### src/rtl/l1_flatten_if.sv
// Memory-side bus of the layer-1 flatten stage: one shared bank select,
// a read port whose data returns the cycle after crd, and a write port.
interface l1_flatten_if #(
    parameter int DW = 20,
    parameter int AW = 12
);
    logic                 crd;
    logic [AW-1:0]        caddr_rd;
    logic signed [DW-1:0] cdata_rd;
    logic                 cwr;
    logic [AW-1:0]        caddr_wr;
    logic signed [DW-1:0] cdata_wr;
    logic [2:0]           csel;

    modport master (
        output crd, caddr_rd, cwr, caddr_wr, cdata_wr, csel,
        input  cdata_rd
    );

    modport slave (
        input  crd, caddr_rd, cwr, caddr_wr, cdata_wr, csel,
        output cdata_rd
    );
endinterface

### src/rtl/l1_flatten.sv
// Reads both pooled kernel maps back from layer-1 memory and writes them
// interleaved into layer-2 memory, tracking the global maximum on the way.
module l1_flatten #(
    parameter int         MAP_PIX = 1024,
    parameter int         DW      = 20,
    parameter int         AW      = 12,
    parameter logic [2:0] SEL_K0  = 3'd3,
    parameter logic [2:0] SEL_K1  = 3'd4,
    parameter logic [2:0] SEL_OUT = 3'd5
) (
    input  logic                 clk,
    input  logic                 reset,
    input  logic                 start,
    output logic                 busy,
    output logic                 done,
    output logic signed [DW-1:0] max_val,
    output logic [AW-1:0]        max_idx,
    l1_flatten_if.master         mem
);

    localparam int IW = $clog2(MAP_PIX);

    localparam logic [2:0] IDLE  = 3'd0;
    localparam logic [2:0] RD_A  = 3'd1;
    localparam logic [2:0] CAP_A = 3'd2;
    localparam logic [2:0] WR_A  = 3'd3;
    localparam logic [2:0] RD_B  = 3'd4;
    localparam logic [2:0] CAP_B = 3'd5;
    localparam logic [2:0] WR_B  = 3'd6;
    localparam logic [2:0] DONE  = 3'd7;

    localparam logic signed [DW-1:0] MAX_INIT = {1'b1, {(DW-1){1'b0}}};

    logic [2:0]           state;
    logic [2:0]           state_nx;
    logic [IW-1:0]        i;
    logic [IW-1:0]        i_nx;
    logic signed [DW-1:0] data_reg;
    logic                 wr_nx;

    always_comb begin
        state_nx = state;
        case (state)
            IDLE:    if (start) state_nx = RD_A;
            RD_A:    state_nx = CAP_A;
            CAP_A:   state_nx = WR_A;
            WR_A:    state_nx = RD_B;
            RD_B:    state_nx = CAP_B;
            CAP_B:   state_nx = WR_B;
            WR_B:    state_nx = (i == IW'(MAP_PIX - 1)) ? DONE : RD_A;
            DONE:    state_nx = IDLE;
            default: state_nx = IDLE;
        endcase
    end

    // The counter naturally wraps to 0 as the last pair leaves WR_B.
    assign i_nx  = (state == WR_B) ? i + 1'b1 : i;
    assign wr_nx = (state_nx == WR_A) || (state_nx == WR_B);

    always_ff @(posedge clk or posedge reset) begin
        if (reset) begin
            state    <= IDLE;
            i        <= '0;
            data_reg <= '0;
        end else begin
            state <= state_nx;
            i     <= i_nx;
            if (state == CAP_A || state == CAP_B)
                data_reg <= mem.cdata_rd;
        end
    end

    // Outputs are decoded from the next state and registered, so each one is
    // a clean flop output aligned with the state it belongs to.
    always_ff @(posedge clk or posedge reset) begin
        if (reset) begin
            busy         <= 1'b0;
            done         <= 1'b0;
            mem.crd      <= 1'b0;
            mem.caddr_rd <= '0;
            mem.cwr      <= 1'b0;
            mem.caddr_wr <= '0;
            mem.cdata_wr <= '0;
            mem.csel     <= 3'd0;
        end else begin
            busy         <= (state_nx != IDLE);
            done         <= (state_nx == DONE);
            mem.crd      <= (state_nx == RD_A) || (state_nx == RD_B);
            mem.caddr_rd <= ((state_nx == RD_A) || (state_nx == RD_B)) ? AW'(i_nx) : '0;
            mem.cwr      <= wr_nx;
            mem.cdata_wr <= wr_nx ? mem.cdata_rd : '0;
            case (state_nx)
                WR_A:    mem.caddr_wr <= AW'({i_nx, 1'b0});
                WR_B:    mem.caddr_wr <= AW'({i_nx, 1'b1});
                default: mem.caddr_wr <= '0;
            endcase
            case (state_nx)
                RD_A, CAP_A: mem.csel <= SEL_K0;
                RD_B, CAP_B: mem.csel <= SEL_K1;
                WR_A, WR_B:  mem.csel <= SEL_OUT;
                default:     mem.csel <= 3'd0;
            endcase
        end
    end

    // Strict greater-than keeps the earliest address on ties.
    always_ff @(posedge clk or posedge reset) begin
        if (reset) begin
            max_val <= MAX_INIT;
            max_idx <= '0;
        end else if (state == IDLE && start) begin
            max_val <= MAX_INIT;
            max_idx <= '0;
        end else if ((state == WR_A || state == WR_B) && (data_reg > max_val)) begin
            max_val <= data_reg;
            max_idx <= mem.caddr_wr;
        end
    end

endmodule
### src/flat_wrapper.sv
// flat-port wrapper written by rule: the top's interface ports become plain ports
module l1_flatten_flat 
#(
    parameter int         MAP_PIX = 1024,
    parameter int         DW      = 20,
    parameter int         AW      = 12,
    parameter logic [2:0] SEL_K0  = 3'd3,
    parameter logic [2:0] SEL_K1  = 3'd4,
    parameter logic [2:0] SEL_OUT = 3'd5
)
  (clk, reset, start, busy, done, max_val, max_idx, mem_crd, mem_caddr_rd, mem_cwr, mem_caddr_wr, mem_cdata_wr, mem_csel, mem_cdata_rd);
  l1_flatten_if #(.DW(DW), .AW(AW)) mem_i ();
  input  logic clk;
  input  logic reset;
  input  logic start;
  output logic busy;
  output logic done;
  output logic signed [DW-1:0] max_val;
  output logic [AW-1:0] max_idx;
  output wire logic [$bits(mem_i.crd)-1:0] mem_crd;
  output wire logic [$bits(mem_i.caddr_rd)-1:0] mem_caddr_rd;
  output wire logic [$bits(mem_i.cwr)-1:0] mem_cwr;
  output wire logic [$bits(mem_i.caddr_wr)-1:0] mem_caddr_wr;
  output wire logic [$bits(mem_i.cdata_wr)-1:0] mem_cdata_wr;
  output wire logic [$bits(mem_i.csel)-1:0] mem_csel;
  input wire logic [$bits(mem_i.cdata_rd)-1:0] mem_cdata_rd;
  assign mem_crd = mem_i.crd;
  assign mem_caddr_rd = mem_i.caddr_rd;
  assign mem_cwr = mem_i.cwr;
  assign mem_caddr_wr = mem_i.caddr_wr;
  assign mem_cdata_wr = mem_i.cdata_wr;
  assign mem_csel = mem_i.csel;
  assign mem_i.cdata_rd = mem_cdata_rd;
  l1_flatten #(.MAP_PIX(MAP_PIX), .DW(DW), .AW(AW), .SEL_K0(SEL_K0), .SEL_K1(SEL_K1), .SEL_OUT(SEL_OUT)) u_core (.clk(clk), .reset(reset), .start(start), .busy(busy), .done(done), .max_val(max_val), .max_idx(max_idx), .mem(mem_i));
endmodule
### config.mk
export PLATFORM = sky130hd
export DESIGN_NAME = l1_flatten_flat
export DESIGN_NICKNAME = d
export VERILOG_FILES = /design/src/rtl/l1_flatten_if.sv /design/src/rtl/l1_flatten.sv /design/src/flat_wrapper.sv
export SDC_FILE = /design/constraint.sdc
export NUM_CORES = 1
export LEC_CHECK = 0
export ABC_AREA = 0
export BUFFER_PORTS_ARGS = -buffer_cell sky130_fd_sc_hd__buf_2
export CORE_UTILIZATION = 58
export CTS_CLUSTER_SIZE = 24
export DETAILED_ROUTE_END_ITERATION = 10
export MAX_ROUTING_LAYER = met4
export PLACE_DENSITY = 0.84
export SLEW_MARGIN = 20
export SYNTH_ARGS = -nofsm -noshare
export SYNTH_HDL_FRONTEND = slang
export SYNTH_SLANG_ARGS = --single-unit
### constraint.sdc
create_clock -name clk -period 10.45 [get_ports clk]
set_clock_uncertainty 0.1 [all_clocks]
set_input_delay 2.09 -clock clk [delete_from_list [all_inputs] [get_ports clk]]
set_output_delay 2.09 -clock clk [all_outputs]
set_load 0.005 [all_outputs]
---- Yosys cells after proc, flatten, opt, wreduce, memory -nomap -nowiden ----
Index checks and enable logic that the tools add are counted.
cells by class
  mux-type cells .......................... 12
  reduce and logical (&&, ||, !) cells .... 12
  $lt $le $gt $ge ......................... 1
  add/subtract/negate cells ............... 1
  eq/ne operators ......................... 15
operators by type and width
  cell                                                             number
  20-bit 2-to-1 mux                                                3
  3-bit == test, second input constant                             8
  12-bit 2-to-1 mux                                                2
  3-bit one-hot mux with 8 select lines                            1
  11-bit one-hot mux with 2 select lines                           1
  20-bit > comparator                                              1
  10-bit 2-to-1 mux                                                2
  3-bit by 2-bit == test with 1-bit output, second input constant  4
  10-bit by 1-bit adder with 10-bit output, second input constant  1
  10-bit == test, second input constant                            1
  3-bit one-hot mux with 3 select lines                            1
  3-bit by 1-bit == test with 1-bit output, second input constant  2
  3-bit 2-to-1 mux                                                 2
  2-bit OR reduction                                               3
  1-bit logical OR                                                 4
  3-bit logical NOT                                                1
  3-bit nonzero test                                               1
  1-bit logical AND                                                2
  2-bit nonzero test                                               1
word-level totals
  flip-flop bits (word level) ............. 115
  logic and storage cells ................. 54
  output and inout port bits .............. 83
  bits of input ports ..................... 23

---- Longest topological paths before layout ----
Gate-level depths: netlist of run 1.
  word-level depth ........................ 6
  mapped depth ............................ 9
  gate-level depth less buffers ........... 8

---- Worst setup path before layout of run 1 ----
Ideal clock, no wire load.
  path kind ............................... input to register
  start point ............................. input start
  end point ............................... register u_core.max_idx[0]
  path buffers ............................ 1
  setup time .............................. 0.125 ns
  cell stages on the path ................. 4
  arrival ................................. 3.018 ns
  slack ................................... 7.207 ns
  data required time ...................... 10.225 ns
  cell sequence ........................... nor4b_2 clkbuf_1 nor2b_1 mux2_4
on the way
  word-level cells in the longest chain between the ends .. 2
  elaborated cells between the ends (all ways) .. 3
  classes of those cells .................. mux: 1; reduce/logical: 2
RTL lines
  item                                                     line                source
  from (decl)                                              flat_wrapper.sv:15  input logic start;
  1-bit logical AND (*)                                    l1_flatten.sv:111   end else if (state == IDLE && start) begin
  12-bit 2-to-1 mux or 2-bit nonzero test (tied branches)  --
  to (signal assigned)                                     l1_flatten.sv:116   max_idx <= mem.caddr_wr;
  to (decl)                                                l1_flatten.sv:17    output logic [AW-1:0] max_idx,
Mark *: on every way between the ends. The rest lies on a longest branch, timed or not.
A chain may end at the register's enable or synchronous reset.

---- Worst setup path after layout of run 1 ----
  start point ............................. register u_core.max_val[19]
  end point ............................... register u_core.max_idx[9]
on the way
  word-level cells in the longest chain between the ends .. 3
RTL lines
  item                                 line               source
  from (decl)                          l1_flatten.sv:16   output logic signed [DW-1:0] max_val,
  from (signal assigned)               l1_flatten.sv:115  max_val <= data_reg;
  20-bit > comparator                  l1_flatten.sv:114  end else if ((state == WR_A || state == WR_B) && (data_reg > max_val)) begin
  1-bit logical AND                    l1_flatten.sv:114
  2-bit nonzero test (no source line)  --
No other way between the ends.

==> summary.md, run 1 <==
| Metric | Value |
|---|---|
| TritonCTS Buffers | 9 |
| Port Buf Inserts | slightly above 100 |
| CTS max path bufs | 2 |
| Main combinational cell family by area after synthesis | simple AND/OR/NAND/NOR gates |
| Layout Area Growth over Synthesis | 15.1% |
| Root buffer cell | clkbuf_8 |
| Required time worst endpoint | between 10 and 15 ns |
| Lkg Pwr | ~3.2 nW |
| Setup Fix Bufs, Post-CTS | 0 |
| Core ar. | approximately 7900 um^2 |
| Most frequent cells after synthesis | dfrtp_1 (111), nor2_1 (50), inv_1 (36) |
| Reg clk slew, reported paths | about 0.11 ns |
| Post-route cell area | approximately 5600 um^2 |
| Primary FF master, synth | dfrtp_1 |
| Fmax | between 300 and 400 MHz |
| Std cell rows | 32 |
| RePlAce Congestion | 0.782 |
| Final setup viols | 0 |
| Cells on worst reg2reg path | 9 |
| Clock latency on the worst-skew pair | about 0.37 ns |
| Die ar. | about 8700 um^2 |
| I/O pin count | around 110 |
| Final WL | a little under 10 mm |
| Sequential Power Share | 0.419 |
| Simple-gate portion of the synthesized area | 0.128 |
| Antenna diodes | 0 |
| EDFF count, synth | 0 |
| Yosys warning count | 0 |
| Mapped Area | just under 5000 um^2 |
| Netlist cell types | 42 |
| Post-synthesis compound-gate area fraction | 0.0671 |
| Antenna-violating nets left | 0 |
| Combinational power share | 0.413 |
| Pint | a little under 1 mW |
| Mux contribution to synthesized area | 0.0952 |
| Total power | 1.56 mW |
| Crit Path Max Fanout | 17 |
| Area contributors post-synth | dfrtp_1 (57%), mux2_4 (8.7%), ha_1 (5.4%) |
| Slew at the pin with the worst max-slew slack | between 0.7 and 0.8 ns |
| Initial drt markers | between 100 and 150 |
| Clock power frac | 0.168 |
| Period utilization | 0.311 |
| First-pass GRT wire length | approximately 16 mm |
| Total Routing Usage GR | 0.251 |
| Status | finished, final reports clean |
| Largest net degree at the start of global routing | 65 |
| Post-synth ARST share | 1.00 |
| Max-cap viol count | 0 |
| Worst hold slack | about 0.40 ns |
| Post-CTS resize count | 0 |
| Max-slew violation count | 0 |
| Share of cells above drive strength 1 | 0.317 |
| Hold depth | 1 |
| FF+latch count, synth | 112 |
| Synth area leader | dfrtp_1 |
| Count leader, synth | dfrtp_1 |
| Post-Synth XOR/XNOR Area | 0.0162 |
| Die W | 93.5 um |
| Initial Utilization | 0.615 |
| CTS Sinks | roughly 110 |
| Slew HR | 0.486 |
| Detailed Place HPWL | between 6 and 7 mm |
| Post-synthesis sequential area ratio | 0.578 |
| Number of global-route vias before repair | 3331 |
| Final hold viol count | 0 |
| Setup TNS | 0 ns |
| Worst IR drop on VDD | approximately 0.12 mV |
| Top-area cell type share of the netlist area | 0.573 |
| Htree depth | 3 |
| CTS tree | yes |
| Die Height | between 90 and 100 um |
| Sw Ratio | 0.372 |
| NumNets Final | 540 |
| Synth Area in Adders | 0.0542 |
| DRC | 0 |
| Worst Setup Start Kind | flip-flop |
| Wirelength per Cell | about 16 um |
| Hold_buf cts | 0 |
| Crit Path Class | flip-flop to flip-flop |
| Hold Path Class | flip-flop to flip-flop |
| Critical Path AT | approximately 3.4 ns |
| Initial antenna violation count | 0 |
| Post-Synthesis Cells | 397 |
| Syn Area/Cell | 12.2 um^2 |
| Final min period | 3.25 ns |
| P_sw | 580 uW |
| Dpl cell area | 5380 um^2 |
| PD cells | ~280 nW/um^2 |
| Vias post-DR | about 3100 |
| Gr ovfl total | 0 |
| Vias per inst | between 5 and 6 |
| RSZ-0062 raised after global routing | no |
| DRT Pass-1 Iters | 4 |
| Crit path capture type | flip-flop |
[final timing paths]
| kind | from | endpoint | slack [ns] |
|---|---|---|---|
| min | u_core.mem.caddr_wr[9] | u_core.max_idx[9] | 0.40 |
| max | u_core.max_val[19] | u_core.max_idx[9] | 7.20 |
| max reg2reg | u_core.max_val[19] | u_core.max_idx[9] | 7.20 |
| max in group asynchronous | reset | u_core.mem.cdata_wr[4] | 7.40 |
| min reg2reg | u_core.mem.caddr_wr[9] | u_core.max_idx[9] | 0.40 |
| min in group asynchronous | reset | u_core.max_idx[6] | 1.67 |
[power by group through the flow]
stage | combinational, mW | sequential, mW | clock, mW
global route | 0.712 | 0.667 | 0.283
finish | 0.643 | 0.653 | 0.261
global placement | 0.600 | 0.652 | 0
floorplan | 0.484 | 0.636 | 0
detailed placement | 0.639 | 0.659 | 0
CTS | 0.648 | 0.652 | 0.266
[layout make-up]
type / instances / area [um^2]
fillers: 548 / 2300
multi-input cells: 231 / 1770
flip-flops and latches: 112 / 2800
clock inverters: 7 / 77.6
clock buffers: 9 / 124
well taps: 102 / 128
inverters: 37 / 141
repair buffers: 105 / 536
[through the flow]
step	std cells	utilization	setup WS [ns]
3_3_place_gp	587	0.682	6.89
4_1_cts	603	0.708	7.20
2_1_floorplan	400	-	5.30
6_report	603	0.708	7.20
5_1_grt	603	0.708	7.06
3_5_place_dp	587	0.682	6.79
[per-layer routing]
metal  GRT usage  up-vias  share of wire
met5           -        -              0
li1            -     1473              -
met2       0.397       85           0.50
met1       0.327     1552           0.44
met3      0.0301       22          0.034
met4       0.115        0          0.027
[kinds of logic (layout without fill, tap and decap cells)]
group           count (synthesis)  in the layout
compound gates                 46             46
xor+xnor                        9              9
fa+ha+maj                      21             21
buf+inv                        57            158
flops                         112            112
mux                            32             32
other cells                     1              4
simple gates                  119            119
[cells in the final DEF, fill, tap and decap left out, drive strengths merged, types with 2 or more instances in the layout]
cell type and count:
xnor2 4, clkinv 2, conb 4, a21oi 12, o211ai 2, nand2 10
inv 40, nor2b 15, and3 2, buf 105, and2 22, xor2 5
nor2 50, nand3 6, nand2b 3, ha 21, clkbuf 9, mux2 29
o21ai 5, mux2i 3, a21o 23, dfrtp 111, nand4 2, nor3 2
[worst max-delay path: stages, from the launching register on]
cell	delay (ns)
dfstp_2	0.56
inv_1	0.05
ha_1	0.33
nand2_1	0.15
nor3_1	0.07
a21oi_1	0.26
o211ai_2	0.16
o211ai_4	0.66
buf_4	0.44
mux2_1	0.35
No activity file was read; power rests on OpenSTA's default activity.
==> run 2, diff against run 1 <==
- CORE_UTILIZATION: 58 -> 54
- PLACE_DENSITY: 0.84 -> 0.79
- clock period: 10.45 -> 3.15 ns (I/O delays scaled with it)
==> run 2 against run 1 <==
Compared with the run above:
- combinational power grew to 3.4 times the previous value
- worst hold slack worse by 0.098 ns
- sequential power grew to 3.3 times the previous value
- register-to-register slack worse by 6.7 ns
- worst setup slack worse by 6.7 ns
- design area is 1.0% higher
- clock power grew to 3.4 times the previous value
- critical path depth stayed put
==> summary.md, run 2 (same netlist as run 1, synthesis figures left out) <==
| Metric | Value |
|---|---|
| Commonest non-fill, non-tap cell in the layout | dfrtp_1 |
| Final setup viols | 0 (unchanged) |
| Area of the multi-input gates | 1770 um^2 (unchanged) |
| Status | finished, final reports clean |
| Crit Path Class | flip-flop to flip-flop |
| Clock latency on the worst-skew pair | 0.37 ns (about the same) |
| Post-CTS resize count | 0 (unchanged) |
| Clock power frac | 0.169 (about the same) |
| Vias per inst | 5.09 (-1.9%) |
| Layout Area Growth over Synthesis | 16.3% |
| DRC | 0 (unchanged) |
| Commonest non-fill, non-tap cells in the layout | dfrtp_1 (111), buf_2 (101), nor2_1 (49), inv_1 (35), mux2_4 (28) |
| WP buf/inv | 2 (unchanged) |
| Initial drt markers | 82 (-31%) |
| Htree depth | 3 (unchanged) |
| Gr ovfl total | 0 (unchanged) |
| CP peak stage delay | 0.55 ns (-0.11 ns) |
| Hold Path Class | input pin to async pin |
| Reg area | 2800 um^2 (unchanged) |
| Hold_buf cts | 0 (unchanged) |
| Setup TNS | 0 ns (unchanged) |
| Detailed Place HPWL | 6.66 mm (-3.8%) |
| Final Core Density | 0.647 (-0.0610) |
| Share of cells above drive strength 1 | 0.321 (+0.00406) |
| Crit Path Max Fanout | 9 (-8) |
| Total Routing Usage GR | 0.224 (-0.0269) |
| Setup Fix Bufs, Post-CTS | 0 (unchanged) |
| PD cells | 920 nW/um^2 (+230%) |
| CP max-delay cell | dfstp_2 |
| Reg clk slew, reported paths | 0.11 ns (about the same) |
| DRT Pass-1 Iters | 4 (unchanged) |
| Initial Utilization | 0.556 (-0.0588) |
| Max-cap viol count | 0 (unchanged) |
| Die Height | 96.8 um (+3.6%) |
| Vias post-DR | 3118 (-0.45%) |
| TritonCTS Buffers | 9 (unchanged) |
| P_sw | 1.91 mW (+230%) |
| Die W | 96.8 um (+3.6%) |
| RePlAce Congestion | 0.763 (-2.4%) |
| Antenna diodes | 0 (unchanged) |
| Cells on worst reg2reg path | 9 (unchanged) |
| Filler Cell Count | 671 (+22%) |
| CTS max path bufs | 2 (unchanged) |
| Period utilization | 0.855 (+0.544) |
| CTS Sinks | 112 (unchanged) |
| Sequential Power Share | 0.414 (-0.005) |
| Final min period | 2.69 ns (-0.553 ns) |
| RSZ-0062 raised after global routing | no |
| Required time worst endpoint | 3.31 ns (-7.30 ns) |
| Final hold viol count | 0 (unchanged) |
| Lkg Pwr | 3.27 nW (+0.52%) |
| Root buffer cell | clkbuf_8 |
| Initial antenna violation count | 0 (unchanged) |
| Crit path capture type | flip-flop |
| NumNets Final | 543 (+0.56%) |
| Worst IR drop on VDD | 0.438 mV (+280%) |
| Final WL | 9.47 mm (-2.9%) |
| CTS tree | yes |
| Number of global-route vias before repair | 3192 (-4.2%) |
| Pint | 3.28 mW (+240%) |
| Port Buf Inserts | 101 (unchanged) |
| Worst Setup Start Kind | flip-flop |
| Max-slew violation count | 0 (unchanged) |
| Std cell rows | 34 (+6.3%) |
| Critical Path, Cell by Cell | inv_1 > ha_1 > nand2_1 > nor3_1 > a21oi_1 > o211ai_2 > o211ai_4 > buf_4 > mux2_4 |
| Critical Path AT | 2.85 ns (-0.56 ns) |
| I/O pin count | 106 (unchanged) |
| Die ar. | 9370 um^2 (+7.3%) |
| Wirelength per Cell | 15.5 um (-4.3%) |
| Fmax | 371 MHz (+21%) |
| Largest net degree at the start of global routing | 113 (+74%) |
| Core ar. | 8720 um^2 (+11%) |
| Sw Ratio | 0.368 (-0.00433) |
| First-pass GRT wire length | 16.1 mm (+0.56%) |
| CP top delay family | compound AO/OA/AOI/OAI gates |
| Worst path depth | 9 (unchanged) |
| Slew at the pin with the worst max-slew slack | 0.578 ns (-0.193 ns) |
| Antenna-violating nets left | 0 (unchanged) |
| Combinational power share | 0.417 (+0.004) |
| Slew HR | 0.614 (+0.129) |
==> run 2: changes by cell type in the layout (fill, tap and decap cells not counted) <==
cell        delta
inv_6          -2
clkinvlp_4     +2
buf_4          +1
buf_12         +2
inv_8          +1
inv_4          -1
==> run 2: worst reg2reg max path: cells and delay by family (launching register included) <==
family | cells | cell delay, ns
flops | 1 | 0.55
buf+inv | 2 | 0.34
mux | 1 | 0.32
compound gates | 3 | 0.76
fa+ha+maj | 1 | 0.31
simple gates | 2 | 0.20
==> run 2: power by group through the flow <==
stage,logic (mW),registers [mW],clock network [mW]
finish,2.16,2.15,0.878
detailed placement,2.17,2.17,0
global placement,2.07,2.15,0
floorplan,1.61,2.11,0
CTS,2.19,2.15,0.893
global route,2.41,2.21,0.958
==> run 2: path summary, 6_finish.rpt <==
check / endpoint / from / slack [ns]
max in group asynchronous: u_core.mem.cdata_wr[5] / reset / 2.20
min in group clk: u_core.mem.cdata_wr[19] / mem_cdata_rd[19] / 0.39
hold / removal: u_core.max_idx[10] / reset / 0.30
setup / recovery: u_core.max_val[11] / u_core.max_val[19] / 0.46
hold reg to reg: u_core.data_reg[0] / u_core.data_reg[0] / 0.39
setup reg to reg: u_core.max_val[11] / u_core.max_val[19] / 0.46
==> run 2: stage by stage <==
step                      hold WS, ns  instance area, um^2  cells  total power [mW]  setup slack [ns]
after floorplan                 0.349                 4870    400              3.72             0.755
after global placement          0.364                 5440    596              4.22             0.577
after detailed placement        0.366                 5440    596              4.34             0.468
after CTS                       0.347                 5640    612              5.23             0.443
after global routing            0.371                 5640    612              5.57             0.339
final                           0.302                 5640    612              5.19             0.458
==> run 2: cell type report <==
class                           instances  area share
Clock buffer                            9      0.0220
Sequential cell                       112       0.497
Clock inverter                          7      0.0140
Tap cell                              108      0.0240
Timing Repair Buffer                  108       0.103
Inverter                               37      0.0253
Multi-Input combinational cell        231       0.314
==> run 2: layer usage <==
metal	track usage	vias to the layer above	part of all wire
met5	-	-	0
met1	0.311	1535	0.47
li1	-	1483	-
met3	0.0397	19	0.036
met2	0.331	81	0.47
met4	0.0873	0	0.023
